[config.mk]
export PLATFORM = sky130hd
export DESIGN_NAME = uart_tx_arbiter
export DESIGN_NICKNAME = d
export VERILOG_FILES = /design/src/rtl/uart_tx_arbiter.sv
export SDC_FILE = /design/constraint.sdc
export NUM_CORES = 1
export LEC_CHECK = 0
export CORE_MARGIN = 1.5
export CORE_UTILIZATION = 51
export CTS_CLUSTER_DIAMETER = 30
export DETAILED_ROUTE_END_ITERATION = 8
export GPL_TIMING_DRIVEN = 1
export PLACE_DENSITY = 0.95
export SLEW_MARGIN = 10
export SYNTH_ARGS = -nofsm -noshare
export SYNTH_HDL_FRONTEND = slang
export SYNTH_SLANG_ARGS = --single-unit
[constraint.sdc]
create_clock -name baud_clk -period 5.33 [get_ports baud_clk]
set_input_delay 0.533 -clock baud_clk [delete_from_list [all_inputs] [get_ports baud_clk]]
set_output_delay 0.533 -clock baud_clk [all_outputs]
set_load 0.01 [all_outputs]
[src/rtl/uart_tx_arbiter.sv]
// Round-robin arbiter sharing one UART PISO transmitter between NREQ byte requesters.
// Latency: req sampled at edge n -> req_ack/piso_data at n, piso_send at n+1, req_done one cycle after PISO idles.
// Backpressure: requesters hold req until req_ack; no grant while a frame or inter-frame gap is in progress or enable is low.
//
// Ports:
//   baud_clk, reset        : baud clock shared with the PISO; asynchronous active-high reset
//   enable                 : allows new grants (a frame in flight always completes)
//   parity_type            : 0 = even, 1 = odd parity over the data byte, sampled at grant
//   req / req_data         : per-requester request level and byte (requester i at [8i+7:8i])
//   req_ack / req_done     : one-cycle pulses when requester i's byte is latched / its frame finished
//   piso_send/_data/_parity: start strobe, byte and parity bit presented to the PISO
//   piso_active, piso_done : PISO status inputs
//   busy, owner            : not idle; index of current or last granted requester
//   timeout_err            : one-cycle pulse when the PISO never started after piso_send
module uart_tx_arbiter #(
    parameter int  NREQ          = 2,
    parameter int  GAP_CYCLES    = 1,
    parameter int  START_TIMEOUT = 4,
    localparam int IW            = (NREQ > 2) ? $clog2(NREQ) : 1
) (
    input  logic              baud_clk,
    input  logic              reset,
    input  logic              enable,
    input  logic              parity_type,
    input  logic [NREQ-1:0]   req,
    input  logic [8*NREQ-1:0] req_data,
    output logic [NREQ-1:0]   req_ack,
    output logic [NREQ-1:0]   req_done,
    output logic              piso_send,
    output logic [7:0]        piso_data,
    output logic              piso_parity,
    input  logic              piso_active,
    input  logic              piso_done,
    output logic              busy,
    output logic [IW-1:0]     owner,
    output logic              timeout_err
);

    // One extra bit so last + offset can exceed NREQ before the wrap.
    localparam int RW = IW + 1;

    typedef enum logic [2:0] {
        S_IDLE,
        S_LOAD,
        S_START,
        S_WAIT_ACT,
        S_WAIT_DONE,
        S_GAP
    } state_t;

    state_t        state;
    state_t        state_nxt;
    logic [IW-1:0] last;
    logic [3:0]    to_cnt;
    logic [3:0]    gap_cnt;
    logic          to_hit;
    logic          gap_hit;
    logic          grant_vld;
    logic [IW-1:0] grant_idx;
    logic [RW-1:0] rr_pos;
    logic [7:0]    grant_dat;

    // Counters are compared one ahead so the transition and its pulse land on the same edge.
    assign to_hit  = ({1'b0, to_cnt} + 5'd1) >= 5'(START_TIMEOUT);
    assign gap_hit = ({1'b0, gap_cnt} + 5'd1) >= 5'(GAP_CYCLES);

    // Round-robin search starting just after the last winner, wrapping modulo NREQ.
    always_comb begin
        grant_vld = 1'b0;
        grant_idx = '0;
        rr_pos    = '0;
        for (int i = 1; i <= NREQ; i++) begin
            rr_pos = {1'b0, last} + RW'(i);
            if (rr_pos >= RW'(NREQ)) begin
                rr_pos = rr_pos - RW'(NREQ);
            end
            if (!grant_vld && req[rr_pos[IW-1:0]]) begin
                grant_vld = 1'b1;
                grant_idx = rr_pos[IW-1:0];
            end
        end
    end

    always_comb begin
        grant_dat = 8'h00;
        for (int i = 0; i < NREQ; i++) begin
            if (grant_idx == IW'(i)) begin
                grant_dat = req_data[8*i +: 8];
            end
        end
    end

    // State register.
    always_ff @(posedge baud_clk or posedge reset) begin
        if (reset) begin
            state <= S_IDLE;
        end else begin
            state <= state_nxt;
        end
    end

    // Next-state logic.
    always_comb begin
        state_nxt = state;
        case (state)
            S_IDLE:      if (enable && grant_vld) state_nxt = S_LOAD;
            S_LOAD:      state_nxt = S_START;
            S_START:     state_nxt = S_WAIT_ACT;
            S_WAIT_ACT: begin
                // A late start on the timeout edge still counts as a start.
                if (piso_active) begin
                    state_nxt = S_WAIT_DONE;
                end else if (to_hit) begin
                    state_nxt = S_GAP;
                end
            end
            S_WAIT_DONE: if (!piso_active && piso_done) state_nxt = S_GAP;
            S_GAP:       if (gap_hit) state_nxt = S_IDLE;
            default:     state_nxt = S_IDLE;
        endcase
    end

    // Registered outputs and counters.
    always_ff @(posedge baud_clk or posedge reset) begin
        if (reset) begin
            req_ack     <= '0;
            req_done    <= '0;
            piso_send   <= 1'b0;
            piso_data   <= 8'h00;
            piso_parity <= 1'b0;
            busy        <= 1'b0;
            owner       <= '0;
            timeout_err <= 1'b0;
            last        <= IW'(NREQ - 1);
            to_cnt      <= '0;
            gap_cnt     <= '0;
        end else begin
            req_ack     <= '0;
            req_done    <= '0;
            piso_send   <= 1'b0;
            timeout_err <= 1'b0;
            busy        <= (state_nxt != S_IDLE);
            case (state)
                S_IDLE: begin
                    if (state_nxt == S_LOAD) begin
                        piso_data   <= grant_dat;
                        piso_parity <= (^grant_dat) ^ parity_type;
                        owner       <= grant_idx;
                        last        <= grant_idx;
                        req_ack     <= NREQ'(1) << grant_idx;
                    end
                end
                S_LOAD:  piso_send <= 1'b1;
                S_START: to_cnt <= '0;
                S_WAIT_ACT: begin
                    if (!piso_active) begin
                        to_cnt <= to_cnt + 4'd1;
                        if (to_hit) begin
                            timeout_err <= 1'b1;
                        end
                    end
                end
                S_WAIT_DONE: begin
                    if (state_nxt == S_GAP) begin
                        req_done <= NREQ'(1) << owner;
                    end
                end
                S_GAP:   gap_cnt <= gap_cnt + 4'd1;
                default: ;
            endcase
            if (state_nxt == S_GAP && state != S_GAP) begin
                gap_cnt <= '0;
            end
        end
    end

endmodule

# Yosys cells after proc, flatten, opt, wreduce, memory -nomap -nowiden
# Cells that the tools add are included.
[op_classes]
addsub = 8
n_lt_le_gt_ge = 6
n_eq_ne = 9
shift = 2
muxes = 29
n_bitwise = 1
n_reduce_logical = 13
[op_table]
columns = ["op", "n"]
rows = [
  ["3-bit one-hot mux with 6 select lines", 1],
  ["3-bit 2-to-1 mux", 5],
  ["1-bit 2-to-1 mux", 14],
  ["4-bit 2-to-1 mux", 3],
  ["4-bit by 1-bit adder with 5-bit output (second input constant)", 2],
  ["3-bit equality test (second input constant)", 3],
  ["4-bit by 1-bit adder with 4-bit output (second input constant)", 2],
  ["2-bit 2-to-1 mux", 4],
  ["8-bit 2-to-1 mux", 1],
  ["4-bit one-hot mux with 2 select lines", 1],
  ["8-bit parity", 1],
  ["3-bit by 1-bit equality test with 1-bit output (second input constant)", 2],
  ["3-bit by 2-bit equality test with 1-bit output (second input constant)", 2],
  ["5-bit by 1-bit >= comparator with 1-bit output (second input constant)", 1],
  ["5-bit by 3-bit >= comparator with 1-bit output (second input constant)", 1],
  ["2-bit >= comparator (second input constant)", 2],
  ["1-bit logical AND", 4],
  ["1-bit by 2-bit < comparator with 1-bit output (second input constant)", 2],
  ["2-bit AND reduction", 2],
  ["2-bit nonzero test", 2],
  ["1-bit by 1-bit left shift with 2-bit output (first input constant)", 2],
  ["3-bit zero test", 1],
  ["3-bit inequality test (second input constant)", 1],
  ["3-bit nonzero test", 1],
  ["6 further kinds", 8],
]
[totals]
regBits = 29
inputBits = 24
output_inout_bits = 17

# Longest topological paths before layout
# Gate-level depths: netlist (run 1).
[depth]
word_depth = 15
ltp_mapped = 8

# Least setup slack after synthesis (run 1)
# Ideal clock, no wire load.
[synth_path]
path_kind = "reg2reg"
start = "register to_cnt[0]"
end = "register busy"
setup_time_ns = 0.131
t_arrival_ns = 1.624
t_required_ns = 5.199
path_slack_ns = 3.575
path_stages_with_launch = 8
n_path_buf = 0
period_less_slack_ns = 1.755
path_cell_list = "dfrtp_1 > ha_1 > nor2_1 > a21oi_1 > o31a_1 > a22oi_2 > inv_2 > or3_1"
[synth_between]
elab_chain_len = 6
[synth_lines]
columns = ["element", "line_no", "rtl"]
rows = [
  ["start, declared", "54", "logic [3:0] to_cnt;"],
  ["start signal, assigned", "157", "to_cnt <= to_cnt + 4'd1;"],
  ["4-bit by 1-bit adder with 5-bit output", "64", "assign to_hit = ({1'b0, to_cnt} + 5'd1) >= 5'(START_TIMEOUT);"],
  ["5-bit by 3-bit >= comparator with 1-bit output", "64", ""],
  ["3-bit 2-to-1 mux", "113", "end else if (to_hit) begin"],
  ["3-bit 2-to-1 mux", "111", "if (piso_active) begin"],
  ["3-bit one-hot mux with 6 select lines", "105", "case (state)"],
  ["via state_nxt[2]", "52", "state_t state_nxt;"],
  ["3-bit nonzero test", "142", "busy <= (state_nxt != S_IDLE);"],
  ["end signal, assigned", "142", ""],
  ["end, declared", "34", "output logic busy,"],
]
# The timed path passes the listed nets, and every way through them passes these cells.
# A chain may end at the register's enable or synchronous reset.

# Final worst setup path (run 1)
[layout_path]
start = "register to_cnt[1]"
end = "register busy"
# The elaborated chain is that of the path after synthesis.

==> metrics.cfg, run 1 <==
[clock_tree]
postCtsSetupRepairBufs=0
clk_pin_slew_worst_paths_ps=100
htree_levels=2
root_buffer=clkbuf_4
cts_resized=0
cts_num_sinks=29
cts_buffers=5
holdBufCountCts=0
clk_latency_ps=340
cts_tree=done
clk_path_buf_depth=2

[floorplan]
rows=19
coreArea_mm2=0.002781
die_area_mm2=0.003296
die_y_um=57.42
start_util=0.5430
die_x_um=57.42
ios=41

[power_and_ir_drop]
p_int_uw=553.6
swShare=0.3657
p_switching_uw=319.2
ir_worst_vdd_v=0.0002998
combinationalPowerShare=0.411
p_leak_nw=0.9256
seq_power_share=0.412
clkPwrFrac=0.177
p_per_area_mw_per_mm2=432.7

[global_routing]
grt_max_degree=30
grt_util_all_layers=0.2210
antenna_found_initial=0
overflow=0
first_global_vias=1299
grt_pass1_wl_mm=5.464

[timing]
max_freq_mhz=519.6
drv_slew=0
tightest_slew_ps=1060
timing.final.crit_share=0.3611
rsz0062_at_grt=false
finalSetupViolCount=0
final_hold_viol_count=0
fin_skew_ps=10.49
layout_min_cycle_time_ps=1924
maxSlewHeadroom=0.2923
setup-tns-final_ps=0

[final_layout]
layout_commonest_cell=clkdlybuf4s50_1
drive_gt1_frac=0.07426
nFillCells=197
area_delta_synth_final_pct=33.55
final_util=0.7251
multi_input_area_um2=724.4
nNetsFinal=229
seqCellArea_um2=726.9
final_cell_mix=clkdlybuf4s50_1 (40), dfrtp_1 (28), nand2_1 (25)
diodes=0

[detailed_routing]
antenna_left=0
viasPerCell=5.455
route.detailed.drc=0
first_iter_violations=25
firstDrtPassIters=6
wl_per_cell_um=13.80
drt-total-wl_mm=3.216
dr_total_vias=1271

[setup_path]
r2r_start=to_cnt[1]
crit_arrival_ps=2140
required_ps=5550
crit_type=register to register
end_kind=register
cp-startpoint=to_cnt[1]
cp-start-kind=register
cp_max_fo=5

[hold_path]
hp-class=register to register
min-delay-start=last

[outcome]
status=complete, no violations

[synthesis]
syn_area_mm2=0.001510
synth_nets=184
synth_cells=156
ys_warn_count=0
yosysSeqAreaShare=0.4814
syn_avg_cell_area_um2=9.681
synth_cell_types=37
synth_seq_cells=29

[placed_design]
dpl.hpwl_mm=2.424
numPortBuffers=40
gp_congestion=0.7958

[flow_run]
max_cap_violations=0

## cell type report
type                            instances  area share
Clock buffer                            7     0.03226
Clock inverter                          1    0.002481
Inverter                               11     0.02047
Multi-Input combinational cell        112      0.3592
Sequential cell                        29      0.3604
Tap cell                               31     0.01923
Timing Repair Buffer                   42      0.2060
## routing by layer
layer  global-route usage  wire length [um]  share of wire
met1               0.2415              1290           0.40
met2               0.3636              1657           0.52
met3              0.08617               162          0.050
met5                    0                 0              0
met4               0.1262               106          0.033
## Yosys cell counts
cell type  number  share of area
nand3_1         2         0.0066
nand2b_1        1         0.0041
a21oi_1         5          0.017
nor2_1         11          0.027
or3_1           1         0.0041
o31a_1          1         0.0058
and3_1          1         0.0041
o31ai_1         1         0.0050
a22o_1          2          0.012
xor2_1          1         0.0058
nor3_1          2         0.0066
o21ai_0        17          0.056
o2111a_1        1         0.0075
o2111ai_1       1         0.0058
a21o_1          1         0.0050
ha_1            4          0.033
nor3b_1         1         0.0050
mux2_2          1         0.0075
nand2_1        25          0.062
inv_1          10          0.025
nor2b_1         2         0.0083
clkbuf_1        2         0.0050
a22oi_2         1         0.0083
and2_1          2         0.0083
dfrtp_1        28           0.46
nand4b_1        2          0.012
mux2i_1         9          0.060
xnor2_1        11          0.064
inv_2           1         0.0025
o22ai_1         1         0.0041
a211oi_1        1         0.0050
nor4b_1         1         0.0058
buf_2           2         0.0066
xnor3_1         1          0.015
a21boi_1        1         0.0050
dfstp_2         1          0.017
and2_2          1         0.0050
## metrics by stage
stage | power [mW] | area [um^2] | setup WS (ps) | hold WS (ps) | std cells
detailed placement | 0.7204 | 1947 | 3085 | 457.7 | 225
global placement | 0.7022 | 1947 | 3176 | 445.8 | 225
floorplan | 0.5578 | 1510 | 3575 | 439.1 | 156
finish | 0.8728 | 2017 | 3406 | 467.8 | 233
CTS | 0.8779 | 2017 | 3412 | 468.3 | 233
global route | 0.9365 | 2017 | 3317 | 491.5 | 233
## power by group through the flow
stage | Clock [mW] | Sequential, mW | Combinational (mW)
2_1_floorplan | 0 | 0.365 | 0.193
3_3_place_gp | 0 | 0.359 | 0.343
3_5_place_dp | 0 | 0.362 | 0.359
4_1_cts | 0.158 | 0.359 | 0.362
5_1_grt | 0.169 | 0.372 | 0.396
6_report | 0.154 | 0.359 | 0.359
## registers in the layout, indices dropped and copies added, names as in the netlist
register     count
piso_data        8
gap_cnt          4
to_cnt           4
state            3
req_ack          2
req_done         2
busy             1
last             1
owner            1
piso_parity      1
piso_send        1
timeout_err      1
## critical path, cell delays in order, from the launching register on
cell     delay [ps]
dfrtp_1         440
ha_1            240
and2_1          140
a21oi_1          80
o31a_1          280
a22oi_2         230
inv_2            50
or3_1           340
## logic make-up (layout without fill, tap and decap cells)
logic type                 after synthesis  in the layout  share of synthesized area
and+or+nand+nor                         52             52                     0.1591
AOI/OAI and AO/OA                       33             33                     0.1359
DFF                                     29             29                     0.4814
buffers and inverters                   15             61                    0.03894
xor gates and xnor gates                13             13                    0.08451
muxes                                   10             10                    0.06711
adders and majority gates                4              4                    0.03314
## final timing paths
| path | slack (ps) | to | cells past startpoint |
|---|---|---|---|
| worst max-delay path | 3410 | busy | 7 |
| worst min-delay path | 470 | last | 2 |
| worst max register to register | 3410 | busy | 7 |
| worst min register to register | 470 | last | 2 |
| max in group asynchronous | 3940 | gap_cnt[2] | 2 |
| min in group asynchronous | 750 | piso_send | 2 |
Power figures use the tool's default switching activity.
==> inputs of run 2 (changes only) <==
--- a/config.mk
+++ b/config.mk
@@ -6,11 +6,11 @@
 export NUM_CORES = 1
 export LEC_CHECK = 0
 export CORE_MARGIN = 1.5
-export CORE_UTILIZATION = 51
+export CORE_UTILIZATION = 47
 export CTS_CLUSTER_DIAMETER = 30
 export DETAILED_ROUTE_END_ITERATION = 8
 export GPL_TIMING_DRIVEN = 1
-export PLACE_DENSITY = 0.95
+export PLACE_DENSITY = 0.89
 export SLEW_MARGIN = 10
 export SYNTH_ARGS = -nofsm -noshare
 export SYNTH_HDL_FRONTEND = slang
==> constraint.sdc (replaced) <==
create_clock -name baud_clk -period 1.79 [get_ports baud_clk]
set_input_delay 0.179 -clock baud_clk [delete_from_list [all_inputs] [get_ports baud_clk]]
set_output_delay 0.179 -clock baud_clk [all_outputs]
set_load 0.01 [all_outputs]
==> metrics.cfg, run 2 (same netlist as run 1, synthesis figures left out) <==
[power_and_ir_drop]
p_per_area_mw_per_mm2=1258  ; +190%
p_leak_nw=0.9792  ; +5.8%
fin_total_pwr_mw=2.697  ; +210%
ir_worst_vdd_v=0.0005862  ; +96%

[timing]
layout_min_cycle_time_ps=1798  ; -126.6 ps
timing.final.crit_share=1.004  ; +0.6433
max_freq_mhz=556.2  ; +7.0%
tightest_slew_ps=352.4  ; -707.9 ps
maxSlewHeadroom=0.7650  ; +0.4727
fin_skew_ps=8.676  ; -1.809 ps
finalSetupViolCount=1  ; +1
rsz0062_at_grt=true
layout_setup_ws_ps=-7.776  ; -3413 ps
drv_slew=0  ; unchanged
final_hold_viol_count=0  ; unchanged

[clock_tree]
htree_levels=2  ; unchanged
cts_num_sinks=29  ; unchanged
root_buffer=clkbuf_4
cts_tree=done
cts_buffers=5  ; unchanged
holdBufCountCts=0  ; unchanged
clk_pin_slew_worst_paths_ps=90  ; about the same
clk_path_buf_depth=2  ; unchanged
clk_latency_ps=330  ; about the same

[final_layout]
regMostFlops=piso_data
nNetsFinal=240  ; +4.8%
diodes=0  ; unchanged
multi_input_area_um2=752.0  ; +3.8%
final_cell_mix=clkdlybuf4s50_1 (40), dfrtp_1 (28), nand2_1 (25)
area_delta_synth_final_pct=41.92
largest_register_ffs=8  ; unchanged
drive_gt1_frac=0.1596  ; +0.08537
layout_commonest_cell=clkdlybuf4s50_1
seqCellArea_um2=726.9  ; unchanged
nFillCells=237  ; +20%
top_regs=piso_data x8, gap_cnt x4, to_cnt x4
instances_no_fill=257  ; +10%

[floorplan]
ios=41  ; unchanged
coreArea_mm2=0.003053  ; +9.8%
start_util=0.4947  ; -0.04829
die_area_mm2=0.003562  ; +8.1%
die_y_um=59.69  ; +4.0%
rows=20  ; +1
die_x_um=59.69  ; +4.0%

[detailed_routing]
antenna_left=0  ; unchanged
wl_per_cell_um=12.28  ; -11%
route.detailed.drc=0  ; unchanged
dr_total_vias=1246  ; -2.0%
drt-total-wl_mm=3.155  ; -1.9%
first_iter_violations=20  ; -20%
firstDrtPassIters=4  ; -2
viasPerCell=4.848  ; -11%

[placed_design]
numPortBuffers=40  ; unchanged
dpl.hpwl_mm=2.477  ; +2.2%
gp_congestion=0.8377  ; +5.3%
dpl.cell_count=247  ; +9.8%

[outcome]
violations=negative setup slack
status=finished with violations

[setup_path]
timing.rr.end=busy
r2r_start=to_cnt[0]
crit_arrival_ps=2000  ; -140 ps
rr_worst_depth=7  ; unchanged
end_kind=register
r2r_slack_ps=-8  ; -3410 ps
required_ps=1990  ; -3560 ps
cp_max_fo=4  ; -1
crit_type=register to register
cp-start-kind=register

[flow_run]
max_cap_violations=0  ; unchanged

[global_routing]
first_global_vias=1241  ; -4.5%
antenna_found_initial=0  ; unchanged
grt_max_degree=30  ; unchanged
grt_util_all_layers=0.1988  ; -0.02213
grt_pass1_wl_mm=5.133  ; -6.1%
overflow=0  ; unchanged

[hold_path]
hp-class=input pin to asynchronous set/reset pin

-- run 2: changes by cell type in the layout (fill, tap and decap cells not counted), sizes merged --
cell,delta
buf,+11
-- run 2: layer usage --
metal | vias to the layer above | GRT usage | share of wire
li1 | 641 | - | -
met1 | 566 | 0.2309 | 0.43
met3 | 11 | 0.04545 | 0.030
met2 | 28 | 0.3199 | 0.51
met5 | - | 0 | 0
met4 | 0 | 0.1429 | 0.036
-- run 2: worst max-delay path: stages (launching register included) --
cell and delay, ps:
dfrtp_1 390, ha_2 210, nor2_2 140, a21oi_2 50, o31a_1 260, a22oi_2 220, inv_2 50, or3_1 350
-- run 2: per-stage QoR --
step / cell area [um^2] / setup WS, ps / TNS (ps) / hold WS (ps) / utilization
after global routing: 2143 / -94.39 / -94.39 / 278.1 / 0.7020
after CTS: 2111 / 9.292 / 0 / 240.8 / 0.6914
after floorplan: 1510 / 34.93 / 0 / 256.4 / -
final: 2143 / -7.776 / -7.776 / 222.8 / 0.7020
after global placement: 2031 / 33.90 / 0 / 445.3 / 0.6652
after detailed placement: 2031 / -29.16 / -29.16 / 452.9 / 0.6652
-- run 2: layout make-up --
type | instances | area share
Multi-Input combinational cell | 112 | 0.3508
Sequential cell | 29 | 0.3392
Timing Repair Buffer | 53 | 0.2323
Clock buffer | 7 | 0.03036
Tap cell | 44 | 0.02569
Inverter | 11 | 0.01926
Clock inverter | 1 | 0.002335
-- run 2: report_power, final --
part           internal [mW]  switching (mW)  total [mW]
Combinational          0.635           0.593        1.23
Clock                  0.227           0.217       0.445
Sequential             0.879           0.146        1.02
Total                   1.74           0.956        2.70
-- run 2: worst max-delay path by stage --
stage	startpoint	endpoint	slack (ps)	cells past startpoint
finish	to_cnt[0]	busy	-8	7
CTS	to_cnt[0]	busy	9	7
floorplan	to_cnt[0]	busy	30	7
detailed placement	req_data[0]	piso_parity	-30	7
global placement	req_data[0]	piso_parity	30	7
global route	to_cnt[0]	busy	-90	7
-- run 2: repair_timing --
item	4_1_cts	5_1_grt
pin swaps	1	1
setup buffers	1	1
setup endpoints to repair	1	5
resized for setup	1	8
